File: src/rtl/ps2_dev_tx.sv
// Buffered PS/2 device-side transmitter: byte FIFO feeding an 11-bit open-drain
// frame serialiser that backs off on host inhibit or request-to-send.
module ps2_dev_tx #(
    parameter int CLK         = 50000000,
    parameter int FREQUENCY   = 12000,
    parameter int FIFO_DEPTH  = 8,
    parameter int HOLDOFF_US  = 50,
    // Derived from HOLDOFF_US; overridable because the integer formula collapses below 1 MHz.
    parameter int HOLDOFF_CYC = CLK / 1000000 * HOLDOFF_US
) (
    input  logic                          clk,
    input  logic                          reset,
    input  logic [7:0]                    in_data,
    input  logic                          in_valid,
    output logic                          in_ready,
    input  logic                          ps2_clk_in,
    input  logic                          ps2_data_in,
    output logic                          ps2_clk_oe,
    output logic                          ps2_data_oe,
    output logic                          busy,
    output logic                          aborted,
    output logic [$clog2(FIFO_DEPTH):0]   level
);
    localparam int DIV  = CLK / FREQUENCY;
    localparam int HALF = DIV / 2;
    localparam int AW   = $clog2(FIFO_DEPTH);
    localparam int LW   = AW + 1;
    localparam int CW   = $clog2(DIV);
    localparam int HCYC = (HOLDOFF_CYC < 1) ? 1 : HOLDOFF_CYC;
    localparam int HW   = $clog2(HCYC + 1);

    localparam logic [CW-1:0] CNT_LAST   = CW'(DIV - 1);
    localparam logic [CW-1:0] CNT_HALF   = CW'(HALF);
    localparam logic [CW-1:0] CNT_CHK_LO = CW'(3);
    localparam logic [CW-1:0] CNT_CHK_HI = CW'(HALF - 1);
    localparam logic [HW-1:0] HCNT_LAST  = HW'(HCYC - 1);
    localparam logic [LW-1:0] LVL_FULL   = LW'(FIFO_DEPTH);
    localparam logic [LW-1:0] LVL_ONE    = LW'(1);

    typedef enum logic [1:0] {IDLE, HOLDOFF, SEND, ABORT} state_t;

    state_t          state;
    logic [1:0]      clk_sync, data_sync;
    logic            clk_s, data_s;
    logic [7:0]      mem [FIFO_DEPTH];
    logic [AW-1:0]   wr_ptr, rd_ptr;
    logic [7:0]      head;
    logic [10:0]     frame;
    logic [3:0]      bit_idx, next_idx;
    logic [CW-1:0]   bitcnt, cnt_nxt;
    logic [HW-1:0]   hcnt;
    logic            push, pop, inhibit;

    always_ff @(posedge clk) begin
        if (reset) begin
            clk_sync  <= 2'b11;
            data_sync <= 2'b11;
        end else begin
            clk_sync  <= {clk_sync[0], ps2_clk_in};
            data_sync <= {data_sync[0], ps2_data_in};
        end
    end
    assign clk_s  = clk_sync[1];
    assign data_s = data_sync[1];

    assign in_ready = (level != LVL_FULL);
    assign push     = in_valid && in_ready;
    assign busy     = (state != IDLE) || (level != '0);
    assign head     = mem[rd_ptr];
    assign frame    = {1'b1, ~^head, head, 1'b0};
    assign next_idx = bit_idx + 4'd1;
    assign cnt_nxt  = bitcnt + 1'b1;

    // Head byte leaves only once its stop bit has fully elapsed; aborts keep it for retry.
    assign pop = (state == SEND) && (bit_idx == 4'd10) && (bitcnt == CNT_LAST);

    // Host clock low during our released phase; skip the first cycles to cover sync latency.
    assign inhibit = (state == SEND) && (bit_idx <= 4'd9) && !clk_s &&
                     (bitcnt >= CNT_CHK_LO) && (bitcnt <= CNT_CHK_HI);

    always_ff @(posedge clk) begin
        if (push) mem[wr_ptr] <= in_data;
    end

    always_ff @(posedge clk) begin
        if (reset) begin
            wr_ptr <= '0;
            rd_ptr <= '0;
            level  <= '0;
        end else begin
            if (push) wr_ptr <= wr_ptr + 1'b1;
            if (pop)  rd_ptr <= rd_ptr + 1'b1;
            case ({push, pop})
                2'b10:   level <= level + 1'b1;
                2'b01:   level <= level - 1'b1;
                default: level <= level;
            endcase
        end
    end

    always_ff @(posedge clk) begin
        if (reset) begin
            state       <= IDLE;
            bit_idx     <= '0;
            bitcnt      <= '0;
            hcnt        <= '0;
            ps2_clk_oe  <= 1'b0;
            ps2_data_oe <= 1'b0;
            aborted     <= 1'b0;
        end else begin
            aborted <= 1'b0;
            case (state)
                IDLE: begin
                    if (level != '0) begin
                        state <= HOLDOFF;
                        hcnt  <= '0;
                    end
                end
                HOLDOFF: begin
                    if (clk_s && data_s) begin
                        if (hcnt == HCNT_LAST) begin
                            state       <= SEND;
                            bit_idx     <= '0;
                            bitcnt      <= '0;
                            ps2_data_oe <= 1'b1;
                            ps2_clk_oe  <= 1'b0;
                        end else begin
                            hcnt <= hcnt + 1'b1;
                        end
                    end else begin
                        hcnt <= '0;
                    end
                end
                SEND: begin
                    if (inhibit) begin
                        state       <= ABORT;
                        ps2_clk_oe  <= 1'b0;
                        ps2_data_oe <= 1'b0;
                        aborted     <= 1'b1;
                    end else if (bitcnt == CNT_LAST) begin
                        ps2_clk_oe <= 1'b0;
                        bitcnt     <= '0;
                        if (bit_idx == 4'd10) begin
                            ps2_data_oe <= 1'b0;
                            hcnt        <= '0;
                            state       <= ((level != LVL_ONE) || push) ? HOLDOFF : IDLE;
                        end else begin
                            bit_idx     <= next_idx;
                            ps2_data_oe <= ~frame[next_idx];
                        end
                    end else begin
                        bitcnt     <= cnt_nxt;
                        ps2_clk_oe <= (cnt_nxt >= CNT_HALF);
                    end
                end
                ABORT: begin
                    state <= HOLDOFF;
                    hcnt  <= '0;
                end
                default: state <= IDLE;
            endcase
        end
    end
endmodule

File: config.mk
export PLATFORM = sky130hd
export DESIGN_NAME = ps2_dev_tx
export DESIGN_NICKNAME = d
export VERILOG_FILES = /design/src/rtl/ps2_dev_tx.sv
export SDC_FILE = /design/constraint.sdc
export NUM_CORES = 1
export LEC_CHECK = 0
export ABC_CLOCK_PERIOD_IN_PS = 2790
export CAP_MARGIN = 20
export CORE_ASPECT_RATIO = 0.5
export CORE_UTILIZATION = 45
export DETAILED_ROUTE_END_ITERATION = 6
export DONT_BUFFER_PORTS = 1
export HOLD_SLACK_MARGIN = 0.1
export PLACE_DENSITY_LB_ADDON = 0.05
export SYNTH_ARGS = -nofsm -noshare
export SYNTH_HDL_FRONTEND = slang
export SYNTH_SLANG_ARGS = --single-unit
File: constraint.sdc
create_clock -name clk -period 2.79 [get_ports clk]
set_input_delay 0.279 -clock clk [delete_from_list [all_inputs] [get_ports clk]]
set_output_delay 0.279 -clock clk [all_outputs]
set_load 0.005 [all_outputs]
==> flow_summary_export.csv <==
group,metric,value,unit
outcome,outcome,"complete, no violations",
power_and_ir_drop,total_power,4640,µW
synthesis,yosys_warnings,0,
synthesis,synth_area_leaders,"edfxtp_1 (36%), dfxtp_1 (19%), mux2i_1 (4.1%)",
placed_design,hpwl,7.80,mm
detailed_routing,route.detailed.wl_per_inst,17.1,µm
timing,finalSetupViolCount,0,
power_and_ir_drop,irDropWorstVdd,0.000395,V
clocking,clk_path_buf_depth,2,
placed_design,place_congestion,0.834,
die,top_level_ports,22,
detailed_routing,drt_iter0_markers,217,
layout,layout_common_cells,"edfxtp_1 (64), dfxtp_1 (51), nor2_1 (50)",
synthesis,synth_seq_cells,115,
clocking,cts-buffers-inserted,17,
timing,fin_crit_sh,93.5,%
synthesis,synth_cell_types,52,
critical_path,crit_chain,"ha_1, nand4b_1, o41ai_4, nand2_2, o21bai_1, or2_1, or4_1, a21oi_1",
synthesis,syn_area_per_cell,11.2,µm²
global_routing,track_usage,20.7,%
layout,area_growth,19.6,%
timing,rsz0062_at_grt,"false",
die,die_h,79.0,µm
layout,final_common_cell,"edfxtp_1",
timing,drv_slew,0,
detailed_routing,viasPerCell,5.48,
clocking,clock-sinks,115,
global_routing,grt_pass1_wl,19.1,mm
synthesis,dominantRegCellSynth,"edfxtp_1",
clocking,cts_setup_buffers,0,
synthesis,seq_area_frac_synth,55.1,%
timing,worstMarginPinSlew,0.498,ns
synthesis,synthCells,477,
clocking,clk_pin_slew_worst_paths,0.06,ns
synthesis,synth-async-reset-ratio,0,%
clocking,clock_latency,0.41,ns
detailed_routing,dr.pass1.iters,4,
power_and_ir_drop,p_leak,0.00223,µW
global_routing,antenna_found_initial,0,
detailed_routing,ant_nets,0,
timing,fin_worst_skew,0.00680,ns
critical_path,slowest_stage,"or4_1",
critical_path,start_kind,"register",
timing,finalHoldViolations,0,
timing,fmax,0.383,GHz
die,dieArea,12300,µm²
detailed_routing,remaining_drc_errors,0,
synthesis,synth.top_cell.area_share,36.0,%
placed_design,io_buffers,0,
job,maxCapViolCount,0,
synthesis,synth_top_area_cell,"edfxtp_1",
clocking,cts_tree,"done",
worst_hold_path,hold_path.class,"input pin to register",
global_routing,globalRouteOverflowTotal,0,
critical_path,critPathMaxStageDelay,0.48,ns
detailed_routing,routed_wl,11.7,mm
synthesis,synth_edf_count,64,
layout,drive_above_1_share,14.7,%
timing,period_needed,2.61,ns
die,coreArea,11300,µm²
critical_path,cp.required,3.14,ns
synthesis,synth_area,5340,µm²
critical_path,endpoint_kind,"register",
die,start_util,47.3,%
clocking,cts_root_buf,"clkbuf_16",
timing,relSlewSlack,66.5,%
layout,finalNetCount,540,
power_and_ir_drop,p_per_area,727,nW/µm²
critical_path,crit_arrival,2.96,ns
die,rows,27,
global_routing,grt_pass1_vias,3738,
global_routing,grt_start_max_net_pins,37,
layout,antenna_cells,0,
clocking,cts_max_level,4,
detailed_routing,num_vias,3734,
critical_path,path_class,"register to register",
die,die_w,156,µm
synthesis,synth_fp_nets,507,
critical_path,worstPathMaxFanout,6,
timing,finalSetupTns,0,ns
==> routing by layer <==
metal	global-route usage [%]	wire, µm
met1	27.1	5550
met2	32.9	5520
met3	5.62	451
met4	8.24	141
met5	0	0
==> logic make-up after synthesis <==
logic type,Yosys count,synth area share (%)
AO/OA/AOI/OAI,82,9.60
XOR/XNOR,27,4.43
adder cells (fa/ha/maj),17,3.98
buffers and inverters,30,2.22
flip-flops,115,55.1
multiplexers,32,7.70
AND/OR/NAND/NOR,174,17.0
==> power by group <==
part	switching (µW)	internal [µW]
sequential	36.9	1840
combinational	299	213
clock	889	1360
==> state kept, by name, summed over array words and instances (netlist names), named ones only <==
signal       count
aborted          1
wr_ptr           3
rd_ptr           3
ps2_data_oe      1
mem             64
bit_idx          4
level            4
ps2_clk_oe       1
data_sync        2
state            2
hcnt            12
bitcnt          13
clk_sync         2
==> what timing repair did <==
item,CTS,global route
gates resized for setup,0,3
hold buffers,12,0
endpoints found under the hold margin,102,0
setup endpoints to repair,0,1
==> stage by stage <==
step                cells  instance area (µm²)  hold slack [ns]  worst slack [ns]  utilization (%)
floorplan             477                 5340            0.378             0.209                -
global placement      638                 5640            0.355             0.254             49.9
detailed placement    638                 5640            0.355             0.176             49.9
CTS                   682                 6380            0.108             0.157             56.5
global route          682                 6390            0.144            0.0295             56.6
finish                682                 6390            0.126             0.182             56.6
==> final timing paths <==
| path | end | slack, ns | startpoint | cells after the start |
|---|---|---|---|---|
| worst min register to register | clk_sync[1] | 0.41 | clk_sync[0] | 1 |
| worst max register to register | bitcnt[10] | 0.18 | hcnt[0] | 8 |
| worst min-delay path | wr_ptr[2] | 0.13 | in_valid | 3 |
| worst max-delay path | bitcnt[10] | 0.18 | hcnt[0] | 8 |
==> cells in the mapped netlist, types with 6 or more instances <==
master and n:
mux4_2 7, nand2_1 28, or2_2 6, dfxtp_1 51, clkbuf_1 11, or3_1 9
xnor2_1 17, xor2_1 10, and3_1 10, ha_1 17, a21oi_1 27, nor3_1 14
o21ai_0 18, edfxtp_1 64, o22ai_1 10, nand3b_1 6, nand3_1 15, nor2_1 51
mux2i_1 22, inv_1 14
==> cell type report <==
cell class,count,area [µm²]
multi-input combinational,332,2290
clock inverter,15,185
clock buffer,17,425
fill,997,4900
tap,159,199
timing repair buffer,30,290
sequential,115,2940
inverter,14,52.6
==> worst max-delay path, delay by kind of cell (launching register included) <==
kind / cells / cell delay, ns
and+or+nand+nor: 4 / 1.13
AOI/OAI and AO/OA: 3 / 0.77
DFF: 1 / 0.36
adders and majority gates: 1 / 0.27
(Power assumes the default switching activity.)
